## src/rtl/soc_mem_arbiter.sv

```systemverilog
// soc_mem_arbiter
//   Registered arbiter between the SERV instruction bus, the SERV data bus and
//   a boot/program loader, all sharing one single-ported SRAM.
//   - The loader has fixed priority over both CPU buses.
//   - ibus and dbus share the SRAM round-robin. On a tie, the bus that did not
//     complete the last transfer wins.
//   - A granted request is latched straight into the SRAM-side output
//     registers. Byte addresses become word addresses.
//   - A GRANT that never sees sram_ack is closed by a forced ack after TIMEOUT
//     cycles, and the sticky o_timeout flag is raised.
//
// Ports
//   clk, i_rst                     clock, synchronous active-high reset
//   i_ibus_*, o_ibus_*             instruction bus (read-only)
//   i_dbus_*, o_dbus_*             data bus (read/write, byte enables)
//   i_ldr_*,  o_ldr_*              loader port (full-word read/write)
//   sram_addr/data_write/we/cs/wmask  registered SRAM request
//   sram_data_read, sram_ack       SRAM response
//   o_timeout                      sticky timeout flag
//
// Parameters
//   TIMEOUT  GRANT cycles without sram_ack before a forced ack (0 = never)
//   CW       width of the GRANT cycle counter; TIMEOUT must be < 2**CW

module soc_mem_arbiter #(
    parameter int unsigned TIMEOUT = 255,
    parameter int unsigned CW      = 8
) (
    input  logic        clk,
    input  logic        i_rst,
    // instruction bus
    input  logic [31:0] i_ibus_adr,
    input  logic        i_ibus_cyc,
    output logic [31:0] o_ibus_rdt,
    output logic        o_ibus_ack,
    // data bus
    input  logic [31:0] i_dbus_adr,
    input  logic [31:0] i_dbus_dat,
    input  logic [3:0]  i_dbus_sel,
    input  logic        i_dbus_we,
    input  logic        i_dbus_cyc,
    output logic [31:0] o_dbus_rdt,
    output logic        o_dbus_ack,
    // loader
    input  logic [31:0] i_ldr_adr,
    input  logic [31:0] i_ldr_dat,
    input  logic        i_ldr_we,
    input  logic        i_ldr_cyc,
    output logic [31:0] o_ldr_rdt,
    output logic        o_ldr_ack,
    // SRAM
    output logic [31:0] sram_addr,
    input  logic [31:0] sram_data_read,
    output logic [31:0] sram_data_write,
    output logic        sram_we,
    output logic        sram_cs,
    input  logic        sram_ack,
    output logic [3:0]  sram_wmask,
    // status
    output logic        o_timeout
);

    typedef enum logic {
        S_IDLE  = 1'b0,
        S_GRANT = 1'b1
    } state_t;

    localparam logic [1:0] G_IBUS = 2'd0;
    localparam logic [1:0] G_DBUS = 2'd1;
    localparam logic [1:0] G_LDR  = 2'd2;

    localparam bit              TO_EN   = (TIMEOUT != 0);
    localparam int unsigned     TO_M1   = (TIMEOUT == 0) ? 0 : TIMEOUT - 1;
    localparam logic [CW-1:0]   TO_LAST = CW'(TO_M1);

    // ------------------------------------------------------------------
    // State
    // ------------------------------------------------------------------
    state_t        state_q, state_d;
    logic [1:0]    gnt_q, gnt_d;
    logic          rr_dbus_last_q, rr_dbus_last_d;   // 1: dbus completed last
    logic [CW-1:0] cnt_q, cnt_d;
    logic          timeout_q, timeout_d;
    logic          sram_cs_q, sram_cs_d;
    logic          sram_we_q, sram_we_d;
    logic [3:0]    sram_wmask_q, sram_wmask_d;
    logic [31:0]   sram_addr_q, sram_addr_d;
    logic [31:0]   sram_wdat_q, sram_wdat_d;

    // ------------------------------------------------------------------
    // GRANT exit conditions
    // ------------------------------------------------------------------
    logic in_grant;
    logic gnt_cyc;
    logic ack_ok;
    logic to_hit;
    logic aborting;
    logic done;

    always_comb begin
        gnt_cyc = 1'b0;
        case (gnt_q)
            G_IBUS:  gnt_cyc = i_ibus_cyc;
            G_DBUS:  gnt_cyc = i_dbus_cyc;
            G_LDR:   gnt_cyc = i_ldr_cyc;
            default: gnt_cyc = 1'b0;
        endcase
    end

    assign in_grant = (state_q == S_GRANT);
    assign ack_ok   = in_grant & sram_ack;
    // A dropped cyc takes precedence over the timeout: an abandoned request
    // gets no ack.
    assign to_hit   = in_grant & TO_EN & ~sram_ack & gnt_cyc & (cnt_q == TO_LAST);
    assign aborting = in_grant & ~sram_ack & ~gnt_cyc;
    assign done     = ack_ok | to_hit;

    // Acks are combinational from sram_ack so data is returned in the ack cycle.
    assign o_ibus_ack = done & (gnt_q == G_IBUS);
    assign o_dbus_ack = done & (gnt_q == G_DBUS);
    assign o_ldr_ack  = done & (gnt_q == G_LDR);

    assign o_ibus_rdt = (to_hit && gnt_q == G_IBUS) ? 32'h0 : sram_data_read;
    assign o_dbus_rdt = (to_hit && gnt_q == G_DBUS) ? 32'h0 : sram_data_read;
    assign o_ldr_rdt  = (to_hit && gnt_q == G_LDR)  ? 32'h0 : sram_data_read;

    // ------------------------------------------------------------------
    // Winner selection (IDLE)
    // ------------------------------------------------------------------
    logic        any_req;
    logic [1:0]  win;
    logic [31:0] win_adr;

    always_comb begin
        any_req = i_ldr_cyc | i_ibus_cyc | i_dbus_cyc;
        win     = G_IBUS;
        if (i_ldr_cyc)
            win = G_LDR;
        else if (i_ibus_cyc && i_dbus_cyc)
            win = rr_dbus_last_q ? G_IBUS : G_DBUS;
        else if (i_dbus_cyc)
            win = G_DBUS;

        win_adr = i_ibus_adr;
        case (win)
            G_DBUS:  win_adr = i_dbus_adr;
            G_LDR:   win_adr = i_ldr_adr;
            default: win_adr = i_ibus_adr;
        endcase
    end

    // Byte-lane bits never reach the word-addressed SRAM.
    logic unused_adr_lsb;
    assign unused_adr_lsb = ^win_adr[1:0];

    // ------------------------------------------------------------------
    // Next state
    // ------------------------------------------------------------------
    always_comb begin
        state_d        = state_q;
        gnt_d          = gnt_q;
        rr_dbus_last_d = rr_dbus_last_q;
        cnt_d          = cnt_q;
        timeout_d      = timeout_q;
        sram_cs_d      = sram_cs_q;
        sram_we_d      = sram_we_q;
        sram_wmask_d   = sram_wmask_q;
        sram_addr_d    = sram_addr_q;
        sram_wdat_d    = sram_wdat_q;

        case (state_q)
            S_IDLE: begin
                cnt_d = '0;
                if (any_req) begin
                    // The request is latched directly into the SRAM-side
                    // registers, which then stay frozen for the whole GRANT.
                    state_d     = S_GRANT;
                    gnt_d       = win;
                    sram_cs_d   = 1'b1;
                    sram_addr_d = {2'b00, win_adr[31:2]};
                    case (win)
                        G_DBUS: begin
                            sram_wdat_d  = i_dbus_dat;
                            sram_we_d    = i_dbus_we;
                            sram_wmask_d = i_dbus_we ? i_dbus_sel : 4'h0;
                        end
                        G_LDR: begin
                            sram_wdat_d  = i_ldr_dat;
                            sram_we_d    = i_ldr_we;
                            sram_wmask_d = i_ldr_we ? 4'hF : 4'h0;
                        end
                        default: begin
                            sram_wdat_d  = 32'h0;
                            sram_we_d    = 1'b0;
                            sram_wmask_d = 4'h0;
                        end
                    endcase
                end else begin
                    sram_cs_d    = 1'b0;
                    sram_we_d    = 1'b0;
                    sram_wmask_d = 4'h0;
                end
            end

            S_GRANT: begin
                cnt_d = cnt_q + 1'b1;
                if (done || aborting) begin
                    state_d      = S_IDLE;
                    sram_cs_d    = 1'b0;
                    sram_we_d    = 1'b0;
                    sram_wmask_d = 4'h0;
                    sram_addr_d  = 32'h0;
                    sram_wdat_d  = 32'h0;
                    cnt_d        = '0;
                end
                // Only a real SRAM completion moves the round-robin pointer;
                // loader traffic leaves the CPU fairness state alone.
                if (ack_ok && gnt_q != G_LDR)
                    rr_dbus_last_d = (gnt_q == G_DBUS);
                if (to_hit)
                    timeout_d = 1'b1;
            end

            default: state_d = S_IDLE;
        endcase
    end

    // ------------------------------------------------------------------
    // Registers
    // ------------------------------------------------------------------
    always_ff @(posedge clk) begin
        if (i_rst) begin
            state_q        <= S_IDLE;
            gnt_q          <= G_IBUS;
            rr_dbus_last_q <= 1'b1;     // ibus wins the first tie
            cnt_q          <= '0;
            timeout_q      <= 1'b0;
            sram_cs_q      <= 1'b0;
            sram_we_q      <= 1'b0;
            sram_wmask_q   <= 4'h0;
            sram_addr_q    <= 32'h0;
            sram_wdat_q    <= 32'h0;
        end else begin
            state_q        <= state_d;
            gnt_q          <= gnt_d;
            rr_dbus_last_q <= rr_dbus_last_d;
            cnt_q          <= cnt_d;
            timeout_q      <= timeout_d;
            sram_cs_q      <= sram_cs_d;
            sram_we_q      <= sram_we_d;
            sram_wmask_q   <= sram_wmask_d;
            sram_addr_q    <= sram_addr_d;
            sram_wdat_q    <= sram_wdat_d;
        end
    end

    assign sram_cs         = sram_cs_q;
    assign sram_we         = sram_we_q;
    assign sram_wmask      = sram_wmask_q;
    assign sram_addr       = sram_addr_q;
    assign sram_data_write = sram_wdat_q;
    assign o_timeout       = timeout_q;

endmodule
```

## config.mk

```make
export PLATFORM = sky130hd
export DESIGN_NAME = soc_mem_arbiter
export DESIGN_NICKNAME = d
export VERILOG_FILES = /design/src/rtl/soc_mem_arbiter.sv
export SDC_FILE = /design/constraint.sdc
export NUM_CORES = 1
export LEC_CHECK = 0
export BUFFER_PORTS_ARGS = -buffer_cell sky130_fd_sc_hd__buf_2
export CAP_MARGIN = 20
export CORE_AREA = 4 4 142 144
export DETAILED_ROUTE_END_ITERATION = 6
export DIE_AREA = 0 0 146 148
export MAX_ROUTING_LAYER = met4
export SYNTH_ARGS = -nofsm -noshare
export SYNTH_HDL_FRONTEND = slang
export SYNTH_SLANG_ARGS = --single-unit
```

## constraint.sdc

```tcl
create_clock -name clk -period 3.1 [get_ports clk]
set_clock_uncertainty 0.05 [all_clocks]
set_input_delay 0.155 -clock clk [delete_from_list [all_inputs] [get_ports clk]]
set_output_delay 0.155 -clock clk [all_outputs]
set_load 0.02 [all_outputs]
```

==> reports/qor.txt, run 1 <==
area of the multi-input gates: 0.00260 mm²
final RePlAce weighted congestion: 0.800
status: complete, no violations
CP Capture Type: flip-flop
largest net degree at the start of global routing: 36
mean post-synth cell area: 8.73 µm²
Post-Route Setup TNS: 0 ns
Worst-path clk slew: 0.06 ns
critical path fanouts, max: 17
area grow syn2layout: 62.6%
Yosys reg bits: 81
area share of the largest cell type after synthesis: 35.0%
cell row count: 50
slew margin rel.: 46.1%
Top Metal Used: met4
Syn Std Cell Area: 0.00463 mm²
DRC: 0
register area: 0.00162 mm²
GRT Overall Usage: 16.5%
DRT Pass-1 Iters: 4
chip width: 146 µm
Seq/Total Area, Yosys: 35.0%
# clock sinks: 81
RR Startpoint: in_grant
met3 routed WL: 1540 µm
total leakage power: 3.55 nW
Yosys warning count: 0
Avg Vias per Cell: 4.52
DIE AREA: 0.0216 mm²
Final Slew Violations: 0
Max Clock Freq: 402 MHz
# Max-Cap Violations: 0
critical path arrival: 2.69 ns
# nets final: 1142
clk_lat worst skew: 0.34 ns
RSZ-0062 raised after global routing: false
DR WL/cell: 15.7 µm
Finished Core Util: 40.2%
post-synth cell types: 41
Tightest Pin Transition: 0.807 ns
IO Port Bufs: 365
largest cells by area after synthesis: dfxtp_1, nor2b_1, a21oi_1, mux2i_1, o21ai_2
Post-Route WL: 18500 µm
Worst setup SP type: flip-flop
ratio of cells with drive above 1 in the final layout: 46.5%
CP startpoint: in_grant
M1 WL: 7250 µm
Async SR Flop Fraction: 0%
vias in the first global route: 5264
Final ANT Viol Nets: 0
CTS tree: done
CTS max path bufs: 2
Starting Density: 24.7%
Hold WC Path Type: in2reg
H-tree Lvls: 3
Post-synth top flop: dfxtp_1
Tmin final: 2.49 ns
Post-Syn Instances: 530
Hold Fails Final Rpt: 0
initial antenna violation count: 3
# setup viols final: 0
Filler cells: 1899
Post-synth EDFFs: 0
Placed Area: 0.00660 mm²
first-pass GRT wire length: 28000 µm
First DRT Iteration DRCs: 169
Final Cell Area: 0.00753 mm²
routed vias: 5312
area leader, netlist: dfxtp_1
Post CTS Setup Buffer Count: 0
peak supply drop: 0.271 mV
Min-Delay Startpoint: i_ldr_dat[4]
critical path class: reg2reg
Pwr per Cell Area: 413 mW/mm²
die span in y: 148 µm
hold_buf cts: 62
grt total ovfl: 0
WL met2: 9200 µm
CTS resizes: 0
required time worst endpoint: 3.30 ns
HPWL after DPL: 14100 µm
root buffer cell: clkbuf_16
# IOs: 374
Final Cycle Share: 80.2%
core area: 0.0187 mm²
Num CTS Buffers: 9
-- final cells by class --
cell class              count  area share [%]
inverters                  40            1.99
well taps                 234            3.89
multi-input cells         364            34.5
diodes                      3          0.0997
repair buffers            440            34.0
clock buffers              10            3.04
clock inverters             4           0.931
flip-flops and latches     81            21.5
-- layout by cell type, fill, tap and decap left out, types with 8 or more instances in the layout --
master / instances
buf_2: 365
dfxtp_1: 81
a21oi_1: 68
nor2b_1: 64
dlygate4sd3_1: 62
inv_1: 40
and2_1: 34
a22oi_1: 32
mux2i_1: 31
o21ai_2: 30
o2bb2ai_1: 22
buf_4: 11
nand2_1: 9
clkbuf_16: 9
nor2_1: 8
nor3_1: 8
o2bb2ai_2: 8
-- worst paths after layout --
check | end | slack [ns] | cells after the start
min reg2reg | o_timeout | 0.40 | 2
max reg2reg | sram_data_write[29] | 0.61 | 6
max | sram_data_write[29] | 0.61 | 6
min | sram_data_write[4] | 0.02 | 3
-- cell families after synthesis --
logic type / count (synthesis) / share of synthesized area, %
other: 1 / 0.0810
buffers and inverters: 86 / 9.03
adder cells (fa/ha/maj): 2 / 0.540
AO/OA/AOI/OAI: 178 / 28.6
flip-flops: 81 / 35.0
XOR/XNOR: 6 / 1.14
multiplexers: 31 / 6.70
AND/OR/NAND/NOR: 145 / 18.9
-- cell usage after synthesis (2+ instances only) --
cell type	number
nor2_1	8
o32ai_1	4
ha_1	2
xnor2_1	3
nor2b_1	65
buf_4	8
mux2i_1	31
o2bb2ai_2	8
nand3_1	6
xor2_1	3
o21ai_0	7
a22oi_1	32
a21boi_0	2
clkbuf_1	15
o21ai_2	30
nand2b_1	5
nor3_1	8
o2bb2ai_1	22
dfxtp_1	81
a21oi_1	68
and3_1	3
inv_1	40
and2_1	34
nand2_1	9
buf_2	15
buf_6	6
-- metal layers --
metal / track usage [%] / vias to the layer above
met5: - / -
met4: 6.77 / 0
met3: 4.63 / 35
met2: 28.4 / 249
met1: 18.2 / 2379
li1: - / 2649
-- flip-flops by register name, summed over array words and instances, names as in the netlist --
name	flops
sram_cs	1
sram_we	1
sram_addr	30
sram_wmask	4
in_grant	1
sram_data_write	32
cnt_q	8
o_timeout	1
gnt_q	2
rr_dbus_last_q	1
-- power by group --
group / total, W / leakage (nW) / internal [W] / switching [W]
Sequential: 0.00115 / 0.665 / 0.00111 / 0.0000423
Clock: 0.00111 / 0.148 / 0.000694 / 0.000416
Combinational: 0.000847 / 2.73 / 0.000364 / 0.000483
-- worst max-delay path, stage by stage (launching register included) --
cell,delay [ns]
dfxtp_1,0.40
nor2_1,0.29
and3_1,0.66
buf_8,0.25
a22oi_1,0.09
dlygate4sd3_1,0.58
o21ai_0,0.09
-- through the flow --
stage | hold WS (ns) | power (W) | setup WS (ns) | cells
floorplan | 0.236 | 0.00164 | 1.38 | 531
global placement | 0.328 | 0.00195 | 0.863 | 1095
detailed placement | 0.332 | 0.00196 | 1.09 | 1097
CTS | 0.000995 | 0.00315 | 0.669 | 1173
global route | 0.0282 | 0.00326 | 0.443 | 1176
finish | 0.0183 | 0.00311 | 0.615 | 1176
Note: power is estimated with default switching activity, not from simulation.
==> inputs of run 2 (changes only) <==
--- a/config.mk
+++ b/config.mk
@@ -7,9 +7,9 @@
 export LEC_CHECK = 0
 export BUFFER_PORTS_ARGS = -buffer_cell sky130_fd_sc_hd__buf_2
 export CAP_MARGIN = 20
-export CORE_AREA = 4 4 142 144
+export CORE_AREA = 4 4 145 147
 export DETAILED_ROUTE_END_ITERATION = 6
-export DIE_AREA = 0 0 146 148
+export DIE_AREA = 0 0 149 151
 export MAX_ROUTING_LAYER = met4
 export SYNTH_ARGS = -nofsm -noshare
 export SYNTH_HDL_FRONTEND = slang
==> constraint.sdc (replaced) <==
create_clock -name clk -period 2.2 [get_ports clk]
set_clock_uncertainty 0.05 [all_clocks]
set_input_delay 0.11 -clock clk [delete_from_list [all_inputs] [get_ports clk]]
set_output_delay 0.11 -clock clk [all_outputs]
set_load 0.02 [all_outputs]
==> run 2 against run 1 <==
  * Global-route usage rose by 0.14 points
  * Largest power group is now the clock network
  * Power rose by 47%
  * Critical endpoint is now o_ldr_rdt[10]
  * Sequential cell count did not move
==> reports/qor.txt, run 2 (same netlist as run 1, synthesis figures left out) <==
status: complete, no violations
critical path fanouts, max: 32
cell row count: 52
DR WL/cell: 15.9 µm
H-tree Lvls: 3
die span in y: 151 µm
Hold Crit Depth: 3
largest net degree at the start of global routing: 33
initial antenna violation count: 5
number of flip-flops in the largest register: 32
# nets final: 1165
Placed Area: 0.00667 mm²
first-pass GRT wire length: 28800 µm
Starting Density: 23.3%
CTS max path bufs: 2
Worst R2R Path Depth: 6
sw frac: 31.6%
GRT Overall Usage: 16.7%
# clock sinks: 81
Final Slew Violations: 0
DRT Pass-1 Iters: 5
Num CTS Buffers: 9
CP Capture Type: output port
Hold Fails Final Rpt: 0
First DRT Iteration DRCs: 173
root buffer cell: clkbuf_16
Final Cycle Share: 94.9%
Pwr per Cell Area: 578 mW/mm²
critical path class: reg2out
# setup viols final: 0
most common cell after layout, fill and taps aside: buf_2
Avg Vias per Cell: 4.46
Worst-path clk slew: 0.07 ns
vias in the first global route: 5441
critical path arrival: 1.93 ns
# Max-Cap Violations: 0
CTS tree: done
total leakage power: 3.68 nW
# IOs: 374
clk_lat worst skew: 0.34 ns
required time worst endpoint: 2.04 ns
grt total ovfl: 0
Worst setup SP type: flip-flop
Final Cell Area: 0.00789 mm²
HPWL after DPL: 14600 µm
Switch Pwr: 0.00144 W
area grow syn2layout: 70.4%
chip width: 149 µm
Post CTS Setup Buffer Count: 0
Clk network pwr share: 36.9%
final RePlAce weighted congestion: 0.779
peak supply drop: 0.321 mV
most frequent cells in the layout: buf_2, dlygate4sd3_1, dfxtp_1, a21oi_1, nor2b_1
Overall Power: 0.00456 W
power share of the combinational group: 27.4%
cell internal pwr: 0.00312 W
Post-Route WL: 19600 µm
routed vias: 5521
core area: 0.0199 mm²
IO Port Bufs: 365
Flop pwr share: 35.7%
DRC: 0
Hold WC Path Type: in2reg
Tmin final: 2.09 ns
DIE AREA: 0.0225 mm²
Max Clock Freq: 479 MHz
Final ANT Viol Nets: 0
ratio of cells with drive above 1 in the final layout: 46.1%
==> run 2: cell count changes in the layout (fill, tap and decap cells not counted), sizes merged <==
cell         before  now
clkbuf           10    9
clkinv            2    0
clkinvlp          0    2
diode             3    4
dlygate4sd3      62   85
inv              40   43
==> run 2: layer usage <==
layer	GRT usage (%)	part of all wire (%)	vias up
met5	-	0	-
met2	29.5	52	275
li1	-	-	2696
met3	4.97	8.1	43
met1	17.7	38	2507
met4	6.09	2.3	0
==> run 2: what timing repair did <==
action                                  4_1_cts  5_1_grt
pin swaps                                     0        1
hold endpoints to repair                     53        0
endpoints found under the setup margin       35      122
hold buffers                                 85        0
resized for setup                             3        9
==> run 2: path summary, 6_finish.rpt <==
check	from	end	slack (ns)
setup / recovery	gnt_q[1]	o_ldr_rdt[10]	0.11
hold / removal	i_dbus_adr[9]	sram_addr[7]	0.01
setup reg to reg	in_grant	sram_data_write[9]	0.16
hold reg to reg	o_timeout	o_timeout	0.41
==> run 2: power by group through the flow <==
stage,logic (W),clock network [W],registers [W]
detailed placement,0.00113,0,0.00165
global placement,0.00111,0,0.00166
global route,0.00135,0.00178,0.00164
finish,0.00125,0.00169,0.00163
CTS,0.00124,0.00173,0.00163
floorplan,0.000542,0,0.00176
==> run 2: final cells by class <==
cell class                      count  area, µm²
Inverter                           40        150
Clock inverter                      7        101
Fill cell                        1999      12000
Clock buffer                        9        225
Sequential cell                    81       1620
Multi-Input combinational cell    364       2600
Antenna cell                        4       10.0
Timing Repair Buffer              463       2840
Tap cell                          270        338
==> run 2: worst max-delay path, stage by stage, from the launching register on <==
cell     delay (ns)
dfxtp_2        0.39
mux2i_1        0.26
nand2_2        0.16
and4b_1        0.26
buf_12         0.17
nor2b_1        0.14
buf_2          0.19
==> run 2: metrics by stage <==
stage	util [%]	worst slack, ns	std cells	TNS, ns	hold WS (ns)
finish	39.6	0.112	1238	0	0.00996
global route	39.6	-0.0254	1238	-0.0408	0.0178
CTS	39.4	0.0345	1234	0	0.0000899
detailed placement	33.5	0.359	1133	0	0.286
global placement	33.5	0.346	1133	0	0.289
floorplan	-	0.526	531	0	0.191
